### src/rtl/rr_reqctrl_pkg.sv
// Shared types and helpers for the reconfiguration request controller.
package rr_reqctrl_pkg;

  // Controller states, 3-bit encoding shared by every file of the block.
  typedef enum logic [2:0] {
    RR_S_IDLE = 3'd0,
    RR_S_REQ  = 3'd1,
    RR_S_XFER = 3'd2,
    RR_S_RST  = 3'd3,
    RR_S_REL  = 3'd4
  } rr_state_e;

  // Larger of two elaboration-time integers, used to size the shared counter.
  function automatic int rr_max(input int a, input int b);
    return (a > b) ? a : b;
  endfunction

endpackage

### src/rtl/rr_cycle_counter.sv
// Loadable saturating down-counter shared by the ack timeout and the reset hold.
module rr_cycle_counter #(
  parameter int WIDTH = 4
) (
  input  logic             clk,
  input  logic             rstn,
  input  logic             load,
  input  logic [WIDTH-1:0] load_value,
  output logic [WIDTH-1:0] value,
  output logic             zero
);

  // Load takes priority; otherwise count down and park at zero.
  always_ff @(posedge clk or negedge rstn) begin
    if (!rstn) begin
      value <= '0;
    end else if (load) begin
      value <= load_value;
    end else if (value != '0) begin
      value <= value - WIDTH'(1);
    end
  end

  assign zero = (value == '0);

endmodule

### src/rtl/rr_reqctrl.sv
// Requester side of the rc_reqn/rc_ackn handshake: drains the active region,
// isolates it, triggers the bitstream load, then resets and releases it.
module rr_reqctrl
  import rr_reqctrl_pkg::*;
#(
  parameter int C_RRID_WIDTH = 4,
  parameter int C_TIMEOUT    = 1024,
  parameter int C_RSTCNT     = 16
) (
  input  logic                    clk,
  input  logic                    rstn,
  input  logic                    sw_start,
  input  logic [C_RRID_WIDTH-1:0] sw_rrid,
  output logic                    sw_busy,
  output logic                    sw_done,
  output logic                    sw_err,
  output logic                    rc_reqn,
  input  logic                    rc_ackn,
  output logic                    rr_isolate,
  output logic                    rr_rstn,
  output logic                    xfer_start,
  output logic [C_RRID_WIDTH-1:0] xfer_rrid,
  input  logic                    xfer_done
);

  localparam int CNT_W = $clog2(rr_max(C_TIMEOUT, C_RSTCNT) + 1);
  localparam bit TIMEOUT_EN = (C_TIMEOUT > 0);
  // Loading N-1 makes the terminal edge land exactly N cycles after entry.
  localparam logic [CNT_W-1:0] TIMEOUT_LOAD = (C_TIMEOUT > 0) ? CNT_W'(C_TIMEOUT - 1) : '0;
  localparam logic [CNT_W-1:0] RSTCNT_LOAD  = CNT_W'(C_RSTCNT - 1);

  rr_state_e        state;
  logic             accept_start;
  logic             ack_seen;
  logic             timeout_hit;
  logic             xfer_finish;
  logic             rst_finish;
  logic             rel_finish;
  logic             cnt_load;
  logic [CNT_W-1:0] cnt_init;
  logic [CNT_W-1:0] cnt_value;
  logic             cnt_zero;

  rr_cycle_counter #(
    .WIDTH(CNT_W)
  ) u_counter (
    .clk       (clk),
    .rstn      (rstn),
    .load      (cnt_load),
    .load_value(cnt_init),
    .value     (cnt_value),
    .zero      (cnt_zero)
  );

  // Transition conditions, shared by the FSM and the counter reload on every state entry.
  always_comb begin
    accept_start = (state == RR_S_IDLE) && sw_start;
    ack_seen     = (state == RR_S_REQ) && !rc_ackn;
    timeout_hit  = (state == RR_S_REQ) && rc_ackn && TIMEOUT_EN && (cnt_value == '0);
    xfer_finish  = (state == RR_S_XFER) && xfer_done && !xfer_start;
    rst_finish   = (state == RR_S_RST) && cnt_zero;
    rel_finish   = (state == RR_S_REL) && rc_ackn;
    cnt_load     = accept_start | ack_seen | timeout_hit | xfer_finish | rst_finish | rel_finish;
    cnt_init     = '0;
    if (accept_start) begin
      cnt_init = TIMEOUT_LOAD;
    end else if (xfer_finish) begin
      cnt_init = RSTCNT_LOAD;
    end
  end

  // Main sequencer with all region and software outputs registered.
  always_ff @(posedge clk or negedge rstn) begin
    if (!rstn) begin
      state      <= RR_S_IDLE;
      rc_reqn    <= 1'b1;
      rr_isolate <= 1'b0;
      rr_rstn    <= 1'b0;
      sw_busy    <= 1'b0;
      sw_done    <= 1'b0;
      sw_err     <= 1'b0;
      xfer_start <= 1'b0;
      xfer_rrid  <= '0;
    end else begin
      sw_done    <= 1'b0;
      sw_err     <= 1'b0;
      xfer_start <= 1'b0;
      case (state)
        RR_S_IDLE: begin
          rr_rstn <= 1'b1;
          if (accept_start) begin
            xfer_rrid <= sw_rrid;
            rc_reqn   <= 1'b0;
            sw_busy   <= 1'b1;
            state     <= RR_S_REQ;
          end
        end
        RR_S_REQ: begin
          if (ack_seen) begin
            rr_isolate <= 1'b1;
            xfer_start <= 1'b1;
            state      <= RR_S_XFER;
          end else if (timeout_hit) begin
            sw_err  <= 1'b1;
            rc_reqn <= 1'b1;
            sw_busy <= 1'b0;
            state   <= RR_S_IDLE;
          end
        end
        RR_S_XFER: begin
          if (xfer_finish) begin
            rr_rstn <= 1'b0;
            rc_reqn <= 1'b1;
            state   <= RR_S_RST;
          end
        end
        RR_S_RST: begin
          if (rst_finish) begin
            rr_rstn    <= 1'b1;
            rr_isolate <= 1'b0;
            state      <= RR_S_REL;
          end
        end
        RR_S_REL: begin
          if (rel_finish) begin
            sw_done <= 1'b1;
            sw_busy <= 1'b0;
            state   <= RR_S_IDLE;
          end
        end
        default: begin
          rc_reqn    <= 1'b1;
          rr_isolate <= 1'b0;
          sw_busy    <= 1'b0;
          state      <= RR_S_IDLE;
        end
      endcase
    end
  end

endmodule

### config.mk
export PLATFORM = sky130hd
export DESIGN_NAME = rr_reqctrl
export DESIGN_NICKNAME = d
export VERILOG_FILES = /design/src/rtl/rr_reqctrl_pkg.sv /design/src/rtl/rr_cycle_counter.sv /design/src/rtl/rr_reqctrl.sv
export SDC_FILE = /design/constraint.sdc
export NUM_CORES = 1
export LEC_CHECK = 0
export CAP_MARGIN = 0
export CORE_MARGIN = 4
export CORE_UTILIZATION = 59
export CTS_BUF_LIST = sky130_fd_sc_hd__clkbuf_8
export DETAILED_ROUTE_END_ITERATION = 7
export PLACE_DENSITY_LB_ADDON = 0.3
export SETUP_SLACK_MARGIN = 0.15
export SLEW_MARGIN = 5
export SYNTH_ARGS = -nofsm -noshare
export SYNTH_HDL_FRONTEND = slang
export SYNTH_SLANG_ARGS = --single-unit
### constraint.sdc
create_clock -name clk -period 5.5 [get_ports clk]
set_clock_uncertainty 0.15 [all_clocks]
set_input_delay 1.1 -clock clk [delete_from_list [all_inputs] [get_ports clk]]
set_output_delay 1.1 -clock clk [all_outputs]
set_load 0.05 [all_outputs]
==> results of run 1 <==
metrics by stage:
step | util | setup slack, ns | power, mW | instance area, um^2 | hold WS, ns
floorplan | - | 3.122 | 0.6202 | 1318 | 0.3552
detailed placement | 0.7371 | 2.569 | 0.7400 | 1505 | 0.3488
global route | 0.7592 | 2.559 | 0.9083 | 1550 | 0.3906
global placement | 0.7371 | 2.615 | 0.7225 | 1505 | 0.3399
CTS | 0.7592 | 2.606 | 0.8471 | 1550 | 0.3726
finish | 0.7592 | 2.609 | 0.8467 | 1550 | 0.3666
layout make-up:
cell class | count | area share
Clock buffer | 3 | 0.02663
Multi-Input combinational cell | 94 | 0.4148
Sequential cell | 25 | 0.4044
Timing Repair Buffer | 19 | 0.1227
Tap cell | 27 | 0.02179
Inverter | 3 | 0.007264
Clock inverter | 1 | 0.002421
state kept, by name, summed over array words and instances (netlist names):
| name | count |
|---|---|
| xfer_start | 1 |
| xfer_rrid | 4 |
| sw_done | 1 |
| state | 3 |
| u_counter.value | 11 |
| sw_err | 1 |
| sw_busy | 1 |
| rr_isolate | 1 |
| rr_rstn | 1 |
| rc_reqn | 1 |
cells by family after synthesis:
kind of cell | after synthesis | synth area share
AOI/OAI and AO/OA | 34 | 0.1643
and+or+nand+nor | 47 | 0.2232
xor gates and xnor gates | 6 | 0.03989
buffers and inverters | 10 | 0.03608
adders and majority gates | 2 | 0.01899
DFF | 25 | 0.4758
muxes | 5 | 0.04178
metal layers:
layer | part of all wire | wire length, um | up-vias
met5 | 0 | 0 | -
met4 | 0.021 | 60 | 0
met3 | 0.072 | 204 | 8
met2 | 0.47 | 1332 | 40
met1 | 0.44 | 1253 | 517
li1 | - | - | 494
power by group through the flow:
stage               registers (mW)  logic [mW]  clock network, mW
floorplan                    0.404       0.216                  0
global placement             0.326       0.396                  0
detailed placement           0.332       0.408                  0
CTS                          0.329       0.412              0.107
global route                 0.341       0.448              0.119
finish                       0.330       0.411              0.105
worst max path at each step:
stage / to / slack, ns / startpoint
floorplan: u_counter.value[8] / 3.12 / rc_ackn
global placement: u_counter.value[8] / 2.61 / rc_ackn
detailed placement: u_counter.value[8] / 2.57 / rc_ackn
CTS: rc_reqn / 2.61 / rc_reqn
global route: rc_reqn / 2.56 / rc_reqn
finish: rc_reqn / 2.61 / rc_reqn
cells in the final DEF (no fill, tap or decap), types with 2 or more instances in the layout:
master / netlist / layout
sky130_fd_sc_hd__clkbuf_8: 0 / 3
sky130_fd_sc_hd__nor2b_1: 3 / 3
sky130_fd_sc_hd__a31oi_1: 3 / 3
sky130_fd_sc_hd__xnor2_1: 3 / 3
sky130_fd_sc_hd__o21ai_1: 3 / 3
sky130_fd_sc_hd__mux2_2: 4 / 4
sky130_fd_sc_hd__ha_1: 2 / 2
sky130_fd_sc_hd__xor2_1: 3 / 3
sky130_fd_sc_hd__clkdlybuf4s50_1: 0 / 19
sky130_fd_sc_hd__a211o_1: 2 / 2
sky130_fd_sc_hd__or3_1: 2 / 2
sky130_fd_sc_hd__dfrtp_1: 24 / 24
sky130_fd_sc_hd__nor4_4: 2 / 2
sky130_fd_sc_hd__nand3b_1: 3 / 3
sky130_fd_sc_hd__nand4_1: 2 / 2
sky130_fd_sc_hd__or2_2: 2 / 2
sky130_fd_sc_hd__and3_1: 2 / 2
sky130_fd_sc_hd__nand3_1: 6 / 6
sky130_fd_sc_hd__nor2_1: 6 / 6
sky130_fd_sc_hd__or3b_2: 2 / 2
sky130_fd_sc_hd__o21ai_0: 10 / 10
sky130_fd_sc_hd__nand2_1: 7 / 7
sky130_fd_sc_hd__a21oi_1: 5 / 5
sky130_fd_sc_hd__nor3_1: 4 / 4
sky130_fd_sc_hd__nand2b_1: 3 / 3
sky130_fd_sc_hd__a21boi_0: 2 / 2
sky130_fd_sc_hd__inv_1: 3 / 4
==> flow_metrics.env, run 1 <==
export IMPL_tritoncts_num_sinks=25
export IMPL_synth_edf_count=0
export IMPL_ctsLongestPathBuffers=2
export IMPL_maxSlewViolCount=0
export IMPL_post_route_min_period_ns=2.891
export IMPL_power_density_nw_per_um2=546.2
export IMPL_fin_crit_sh=0.5256
export IMPL_detail_routed_via_count_per_cell=6.157
export IMPL_postSynth_asyncResetShare=1.000
export IMPL_netlist_top_cell_by_area="sky130_fd_sc_hd__dfrtp_1"
export IMPL_status="finished, final reports clean"
export IMPL_timing_critical_path_cells="clkdlybuf4s50_1"
export IMPL_timing_hold_worst_class="reg -> reg"
export IMPL_synth_largest_type_area_fraction=0.4558
export IMPL_worst_r2r_endpoint="sw_busy"
export IMPL_crit_cells=1
export IMPL_synth_commonest_cells="24 x sky130_fd_sc_hd__dfrtp_1, 10 x sky130_fd_sc_hd__o21ai_0, 7 x sky130_fd_sc_hd__nand2_1, 6 x sky130_fd_sc_hd__nand3_1, 6 x sky130_fd_sc_hd__nor2_1"
export IMPL_cell_count_after_placement=168
export IMPL_report_final_setup_viol=0
export IMPL_drcViolationCount=0
export IMPL_layout_cells_non_filler=172
export IMPL_synthesis_yosys_warnings=0
export IMPL_critical_path_max_fanout=3
export IMPL_gp_congestion=0.8263
export IMPL_cts_made_buffers=3
export IMPL_pwr_share_clk=0.124
export IMPL_power_switching_fraction=0.4459
export IMPL_die_width_um=55.26
export IMPL_tightestPinTransition_ns=1.091
export IMPL_average_cell_area_after_synthesis_um2=10.21
export IMPL_crit_slowest_cell="sky130_fd_sc_hd__clkdlybuf4s50_1"
export IMPL_detail_route_iter0_violations=28
export IMPL_leakage_nw=0.6372
export IMPL_post_cts_resized_instances=0
export IMPL_routed_wire_length_per_instance_um=16.57
export IMPL_area_taken_by_flip_flops_and_latches_um2=626.9
export IMPL_kind_of_capture_point_of_the_worst_setup_path="output pin"
export IMPL_cts_repair_timing_setup_buffer_count=0
export IMPL_number_of_global_route_vias_before_repair=1014
export IMPL_fmax_mhz=345.9
export IMPL_dp_hpwl_mm=2.059
export IMPL_grt_antenna_before_repair=0
export IMPL_syn_nets=140
export IMPL_clock_root_buffer="sky130_fd_sc_hd__clkbuf_8"
export IMPL_grt_overflow_total=0
export IMPL_holdCritStartpoint="xfer_rrid[3]"
export IMPL_r2r_start="u_counter.value[3]"
export IMPL_seq_total_area_yosys=0.4758
export IMPL_grt_setup_unrepaired="no"
export IMPL_hold_viol_final=0
export IMPL_clock_tree_htree_level_count=1
export IMPL_first_pass_grt_wire_length_mm=4.905
export IMPL_area_growth_synth_to_final_pct=17.66
export IMPL_grt_usage=0.2032
export IMPL_route_vias_total=1059
export IMPL_design_portCount=20
export IMPL_path_clk_slew_ns=0.08
export IMPL_port_buffers=19
export IMPL_ys_flop_type="sky130_fd_sc_hd__dfrtp_1"
export IMPL_multi_input_comb_area_um2=643.1
export IMPL_initial_core_utilization=0.6452
export IMPL_dieArea_um2=3053
export IMPL_rows=16
export IMPL_combinationalPowerShare=0.486
export IMPL_cts_tree="built"
export IMPL_met1_usage=0.2708
export IMPL_most_common_cell_in_the_synthesized_netlist="sky130_fd_sc_hd__dfrtp_1"
export IMPL_grt_start_max_net_pins=26
export IMPL_met3_usage=0.06993
export IMPL_synth_cell_area_um2=1318
export IMPL_synth_seq_cells=25
export IMPL_final_fill_count=154
export IMPL_worstSkewPairLatency_ns=0.27
export IMPL_crit_path_start_kind="flop"
export IMPL_totalNegativeSetupSlack_ns=0
export IMPL_power_share_sequential=0.390
export IMPL_netlist_cell_type_count=42
export IMPL_routing_layer_with_the_top_usage_in_global_route="met2"
export IMPL_detail_route_first_pass_iterations=4
export IMPL_hold_depth=1
export IMPL_netlist_top_cells_area="sky130_fd_sc_hd__dfrtp_1 46%, sky130_fd_sc_hd__o21ai_0 3.8%, sky130_fd_sc_hd__mux2_2 3.4%"
export IMPL_critical_path_buf_inv_count=1
export IMPL_setup_worst_path_class="reg -> out"
export IMPL_cpPeakStageDelay_ns=0.81
export IMPL_syn_instance_count=129
export IMPL_fp_dieH_um=55.26
export IMPL_worst_relative_slew_slack=0.2703
export IMPL_final_antenna_net_count=0
export IMPL_layout_drive_gt1_share=0.1172
export IMPL_critical_path_top_delay_family="buffers and inverters"
export IMPL_worst_hold_path_endpoint="xfer_rrid[3]"
export IMPL_insertedDiodeCount=0
export IMPL_number_of_nets_in_the_layout=157
export IMPL_route_final_wire_length_mm=2.850
export IMPL_coreArea_um2=2042
export IMPL_reg2reg_slack_ns=3.41
export IMPL_global_route_usage_met2=0.3057
export IMPL_cts_hold_buf=0
export IMPL_drv_max_cap_violation_count=0
export IMPL_crit_arrival_ns=1.64
export IMPL_worstRegToRegCells=4
export IMPL_power_internal_mw=0.4691
export IMPL_crit_required_ns=4.25
export IMPL_vdd_ir_drop_max_uv=455.0
export IMPL_power_switching_mw=0.3775
Power figures use the tool's default switching activity.
==> run 2: changes to the inputs <==
--- a/config.mk
+++ b/config.mk
@@ -7,7 +7,7 @@
 export LEC_CHECK = 0
 export CAP_MARGIN = 0
 export CORE_MARGIN = 4
-export CORE_UTILIZATION = 59
+export CORE_UTILIZATION = 55
 export CTS_BUF_LIST = sky130_fd_sc_hd__clkbuf_8
 export DETAILED_ROUTE_END_ITERATION = 7
 export PLACE_DENSITY_LB_ADDON = 0.3
==> constraint.sdc (replaced) <==
create_clock -name clk -period 2.87 [get_ports clk]
set_clock_uncertainty 0.15 [all_clocks]
set_input_delay 0.574 -clock clk [delete_from_list [all_inputs] [get_ports clk]]
set_output_delay 0.574 -clock clk [all_outputs]
set_load 0.05 [all_outputs]
==> run 2 against run 1 <==
Design area rose by 0.57%; critical endpoint unchanged; via count fell by 6.0%; critical path depth did not move; wire length fell by 13%; worst hold slack got worse by 0.0065 ns; utilization fell by 6.8 points; combinational power rose by 87%; highest routed layer unchanged.
==> flow_metrics.env, run 2 (synthesis gave the netlist of run 1 again) <==
export IMPL_timing_hold_worst_class="reg -> reg"
export IMPL_detail_route_first_pass_iterations=4
export IMPL_fp_dieH_um=56.95
export IMPL_port_buffers=19
export IMPL_registers_with_the_most_flip_flops="u_counter.value (11), xfer_rrid (4), state (3)"
export IMPL_total_power_mw=1.597
export IMPL_critical_path_max_fanout=3
export IMPL_detail_routed_via_count_per_cell=5.718
export IMPL_grt_antenna_before_repair=0
export IMPL_totalNegativeSetupSlack_ns=0
export IMPL_grt_start_max_net_pins=26
export IMPL_first_pass_grt_wire_length_mm=4.588
export IMPL_routedLengthMet1_mm=1.200
export IMPL_tritoncts_num_sinks=25
export IMPL_layout_cells_most_common_list="24 x sky130_fd_sc_hd__dfrtp_1, 19 x sky130_fd_sc_hd__clkdlybuf4s50_1, 10 x sky130_fd_sc_hd__o21ai_0"
export IMPL_rows=17
export IMPL_setup_worst_path_class="reg -> out"
export IMPL_path_clk_slew_ns=0.08
export IMPL_met3_wirelength_um=95
export IMPL_fmax_mhz=425.7
export IMPL_post_cts_resized_instances=0
export IMPL_worst_relative_slew_slack=0.6603
export IMPL_initial_core_utilization=0.5844
export IMPL_final_antenna_net_count=0
export IMPL_drv_max_cap_violation_count=0
export IMPL_routed_top_layer="met4"
export IMPL_crit_path_start_kind="flop"
export IMPL_final_setup_worst_slack_ns=0.5208
export IMPL_grt_setup_unrepaired="no"
export IMPL_clock_tree_htree_level_count=1
export IMPL_cts_tree="built"
export IMPL_vdd_ir_drop_max_uv=717.7
export IMPL_crit_required_ns=2.15
export IMPL_utilization=0.6915
export IMPL_coreArea_um2=2255
export IMPL_clock_root_buffer="sky130_fd_sc_hd__clkbuf_8"
export IMPL_hold_viol_final=0
export IMPL_cell_count_after_placement=170
export IMPL_grt_usage=0.1773
export IMPL_gp_congestion=0.7965
export IMPL_cpPeakStageDelay_ns=0.80
export IMPL_routed_wire_length_per_instance_um=14.32
export IMPL_crit_slowest_cell="sky130_fd_sc_hd__clkdlybuf4s50_1"
export IMPL_number_of_global_route_vias_before_repair=997
export IMPL_layout_cells_non_filler=174
export IMPL_insertedDiodeCount=0
export IMPL_critical_path_top_delay_family="buffers and inverters"
export IMPL_design_portCount=20
export IMPL_area_growth_synth_to_final_pct=18.33
export IMPL_ctsLongestPathBuffers=2
export IMPL_fin_crit_sh=0.8186
export IMPL_report_final_setup_viol=0
export IMPL_dp_hpwl_mm=1.844
export IMPL_cts_hold_buf=0
export IMPL_routed_length_on_met2_mm=1.142
export IMPL_largest_reg_flops=11
export IMPL_maxSlewViolCount=0
export IMPL_cts_repair_timing_setup_buffer_count=0
export IMPL_route_final_wire_length_mm=2.491
export IMPL_route_vias_total=995
export IMPL_grt_overflow_total=0
export IMPL_timing_critical_path_cells="clkdlybuf4s50_1"
export IMPL_final_common_cell="sky130_fd_sc_hd__dfrtp_1"
export IMPL_drcViolationCount=0
export IMPL_post_route_min_period_ns=2.349
export IMPL_dieArea_um2=3243
export IMPL_leakage_nw=0.6420
export IMPL_layout_drive_gt1_share=0.1233
export IMPL_registers_top_by_ff_count="u_counter.value"
export IMPL_crit_arrival_ns=1.63
export IMPL_pre_cts_slack_ns=0.4442
export IMPL_worstSkewPairLatency_ns=0.27
export IMPL_kind_of_capture_point_of_the_worst_setup_path="output pin"
export IMPL_detail_route_iter0_violations=22
export IMPL_number_of_nets_in_the_layout=158
export IMPL_cts_made_buffers=3
export IMPL_status="finished, final reports clean"
export IMPL_tightestPinTransition_ns=0.5080
export IMPL_critical_path_buf_inv_count=1
export IMPL_power_density_nw_per_um2=1025
export IMPL_reg2reg_slack_ns=0.91
export IMPL_die_width_um=56.95
==> run 2: cell count changes in the layout (fill, tap and decap cells not counted), sizes merged <==
cell,before,now
buf,0,1
==> run 2: area by class of cell <==
cell class              count  area, um^2
repair buffers             20       197.7
inverters                   3       11.26
flip-flops and latches     25       626.9
clock buffers               3       41.29
clock inverters             1       3.754
fillers                   183       695.7
well taps                  28       35.03
multi-input cells          94       643.1
==> run 2: layer usage <==
metal  vias up  GRT usage
met3         5    0.03167
met2        16     0.2708
met5         -          0
met4         0    0.07947
li1        496          -
met1       478     0.2467
==> run 2: final timing paths <==
kind	start	cells past startpoint	end
hold reg to reg	xfer_rrid[0]	1	xfer_rrid[0]
min in group asynchronous	rstn	2	xfer_start
hold / removal	xfer_rrid[0]	1	xfer_rrid[0]
max in group asynchronous	rstn	2	rc_reqn
setup / recovery	rc_reqn	1	rc_reqn
setup reg to reg	u_counter.value[0]	6	u_counter.value[0]
==> run 2: power by group <==
group / switching (mW) / total, mW / internal [mW]
registers: 0.143 / 0.626 / 0.483
clock network: 0.109 / 0.204 / 0.0959
logic: 0.446 / 0.767 / 0.320
total: 0.698 / 1.60 / 0.899
==> run 2: through the flow <==
step	hold WS [ns]	instance area (um^2)
final	0.3602	1559
after global routing	0.3979	1559
after CTS	0.3661	1559
after detailed placement	0.3466	1514
after global placement	0.3355	1514
after floorplan	0.1284	1318
==> run 3: changes to the inputs <==
==> constraint.sdc (replaced) <==
create_clock -name clk -period 2.23 [get_ports clk]
set_clock_uncertainty 0.15 [all_clocks]
set_input_delay 0.446 -clock clk [delete_from_list [all_inputs] [get_ports clk]]
set_output_delay 0.446 -clock clk [all_outputs]
set_load 0.05 [all_outputs]
==> run 3 against run 2 <==
First-iteration DRC count rose by 14%; utilization increased by 1.9 points; combinational power grew 36%; critical path depth did not move; sequential share of layout area down 1.1 points; power is 32% higher; non-clock buffer count grew 5; global-route usage increased by 1.3 points; final cell count increased by 2.9%; worst hold slack improved by 0.0024 ns; flip-flop and latch count stayed put; wire length increased by 8.4%; critical path type unchanged.
==> flow_metrics.env, run 3 (synthesis gave the netlist of run 1 again) <==
export IMPL_critical_path_max_fanout=3
export IMPL_gp_congestion=0.8570
export IMPL_grt_usage=0.1901
export IMPL_hold_viol_final=0
export IMPL_ctsLongestPathBuffers=2
export IMPL_layout_drive_gt1_share=0.1722
export IMPL_first_pass_grt_wire_length_mm=4.933
export IMPL_cts_tree="built"
export IMPL_port_buffers=19
export IMPL_drv_max_cap_violation_count=0
export IMPL_crit_required_ns=1.63
export IMPL_largest_reg_flops=11
export IMPL_cts_repair_timing_setup_buffer_count=0
export IMPL_number_of_nets_in_the_layout=163
export IMPL_power_density_nw_per_um2=1320
export IMPL_insertedDiodeCount=0
export IMPL_leakage_nw=0.6738
export IMPL_grt_start_max_net_pins=26
export IMPL_critical_path_top_delay_family="buffers and inverters"
export IMPL_tritoncts_num_sinks=25
export IMPL_cts_hold_buf=0
export IMPL_detail_route_iter0_violations=25
export IMPL_route_vias_total=1041
export IMPL_report_final_setup_viol=0
export IMPL_fp_dieH_um=56.95
export IMPL_registers_with_the_most_flip_flops="u_counter.value (11), xfer_rrid (4), state (3)"
export IMPL_crit_path_start_kind="flop"
export IMPL_detail_route_first_pass_iterations=4
export IMPL_grt_setup_unrepaired="yes"
export IMPL_cpPeakStageDelay_ns=0.81
export IMPL_combinationalPowerShare=0.491
export IMPL_setup_worst_path_class="reg -> out"
export IMPL_final_common_cell="sky130_fd_sc_hd__dfrtp_1"
export IMPL_pre_cts_slack_ns=0.1282
export IMPL_timing_hold_worst_class="reg -> reg"
export IMPL_dp_hpwl_mm=1.968
export IMPL_design_portCount=20
export IMPL_grt_overflow_total=0
export IMPL_path_clk_slew_ns=0.09
export IMPL_fin_crit_sh=0.9151
export IMPL_detail_routed_via_count_per_cell=5.816
export IMPL_coreArea_um2=2255
export IMPL_power_share_sequential=0.382
export IMPL_worstSkewPairLatency_ns=0.27
export IMPL_power_internal_mw=1.194
export IMPL_timing_critical_path_cells="clkdlybuf4s50_1"
export IMPL_cell_count_after_placement=175
export IMPL_post_route_min_period_ns=2.041
export IMPL_routed_wire_length_per_instance_um=15.09
export IMPL_number_of_global_route_vias_before_repair=1119
export IMPL_worst_relative_slew_slack=0.6613
export IMPL_die_width_um=56.95
export IMPL_fmax_mhz=490.0
export IMPL_post_cts_resized_instances=0
export IMPL_final_antenna_net_count=0
export IMPL_cts_made_buffers=3
export IMPL_maxSlewViolCount=0
export IMPL_kind_of_capture_point_of_the_worst_setup_path="output pin"
export IMPL_vdd_ir_drop_max_uv=948.3
export IMPL_power_switching_mw=0.9214
export IMPL_clock_root_buffer="sky130_fd_sc_hd__clkbuf_8"
export IMPL_dieArea_um2=3243
export IMPL_power_switching_fraction=0.4356
export IMPL_layout_cells_non_filler=179
export IMPL_crit_slowest_cell="sky130_fd_sc_hd__clkdlybuf4s50_1"
export IMPL_status="finished, final reports clean"
export IMPL_layout_cells_most_common_list="24 x sky130_fd_sc_hd__dfrtp_1, 16 x sky130_fd_sc_hd__clkdlybuf4s50_1, 10 x sky130_fd_sc_hd__o21ai_0"
export IMPL_route_final_wire_length_mm=2.701
export IMPL_totalNegativeSetupSlack_ns=0
export IMPL_registers_top_by_ff_count="u_counter.value"
export IMPL_critical_path_buf_inv_count=1
export IMPL_pwr_share_clk=0.127
export IMPL_total_power_mw=2.115
export IMPL_drcViolationCount=0
export IMPL_final_setup_worst_slack_ns=0.1892
export IMPL_tightestPinTransition_ns=0.5072
export IMPL_clock_tree_htree_level_count=1
export IMPL_crit_arrival_ns=1.44
export IMPL_area_growth_synth_to_final_pct=21.65
export IMPL_rows=17
export IMPL_utilization=0.7109
export IMPL_initial_core_utilization=0.5844
export IMPL_grt_antenna_before_repair=0
==> run 3: changes by cell type in the layout (fill, tap and decap cells not counted), sizes merged <==
cell | before | now
inv | 4 | 3
clkdlybuf4s50 | 19 | 16
buf | 1 | 7
clkinv | 0 | 1
dlymetal6s2s | 0 | 2
==> run 3: stage by stage <==
stage / hold WS [ns] / cell area [um^2]
finish: 0.3626 / 1603
global route: 0.3967 / 1603
CTS: 0.3649 / 1595
detailed placement: 0.3442 / 1549
global placement: 0.3356 / 1549
floorplan: 0.0004089 / 1318
==> run 3: power groups by stage <==
stage               clock, mW  combinational, mW  sequential (mW)
floorplan                   0              0.532            0.997
global placement            0               1.02            0.804
detailed placement          0               1.04            0.816
CTS                     0.273               1.04            0.810
global route            0.293               1.14            0.842
finish                  0.268               1.04            0.808
==> run 3: metal layers <==
layer | wire, um | global-route usage
met1 | 1272 | 0.2617
met4 | 42 | 0.07285
met2 | 1246 | 0.3002
met5 | 0 | 0
met3 | 140 | 0.03394
==> run 3: final cells by class <==
type	instances	area [um^2]
sequential	25	626.9
clock inverter	1	5.005
fill	175	651.9
clock buffer	3	41.29
timing repair buffer	25	237.7
tap	28	35.03
multi-input combinational	94	645.6
inverter	3	11.26
==> run 3: final timing paths <==
| check | from | to | slack, ns | cells past startpoint |
|---|---|---|---|---|
| min in group asynchronous | rstn | sw_err | 0.38 | 2 |
| min | xfer_rrid[0] | xfer_rrid[0] | 0.36 | 1 |
| max in group asynchronous | rstn | rc_reqn | 1.26 | 2 |
| max | xfer_start | xfer_start | 0.19 | 1 |
| max reg2reg | u_counter.value[0] | u_counter.value[4] | 0.27 | 6 |
| min reg2reg | xfer_rrid[0] | xfer_rrid[0] | 0.36 | 1 |
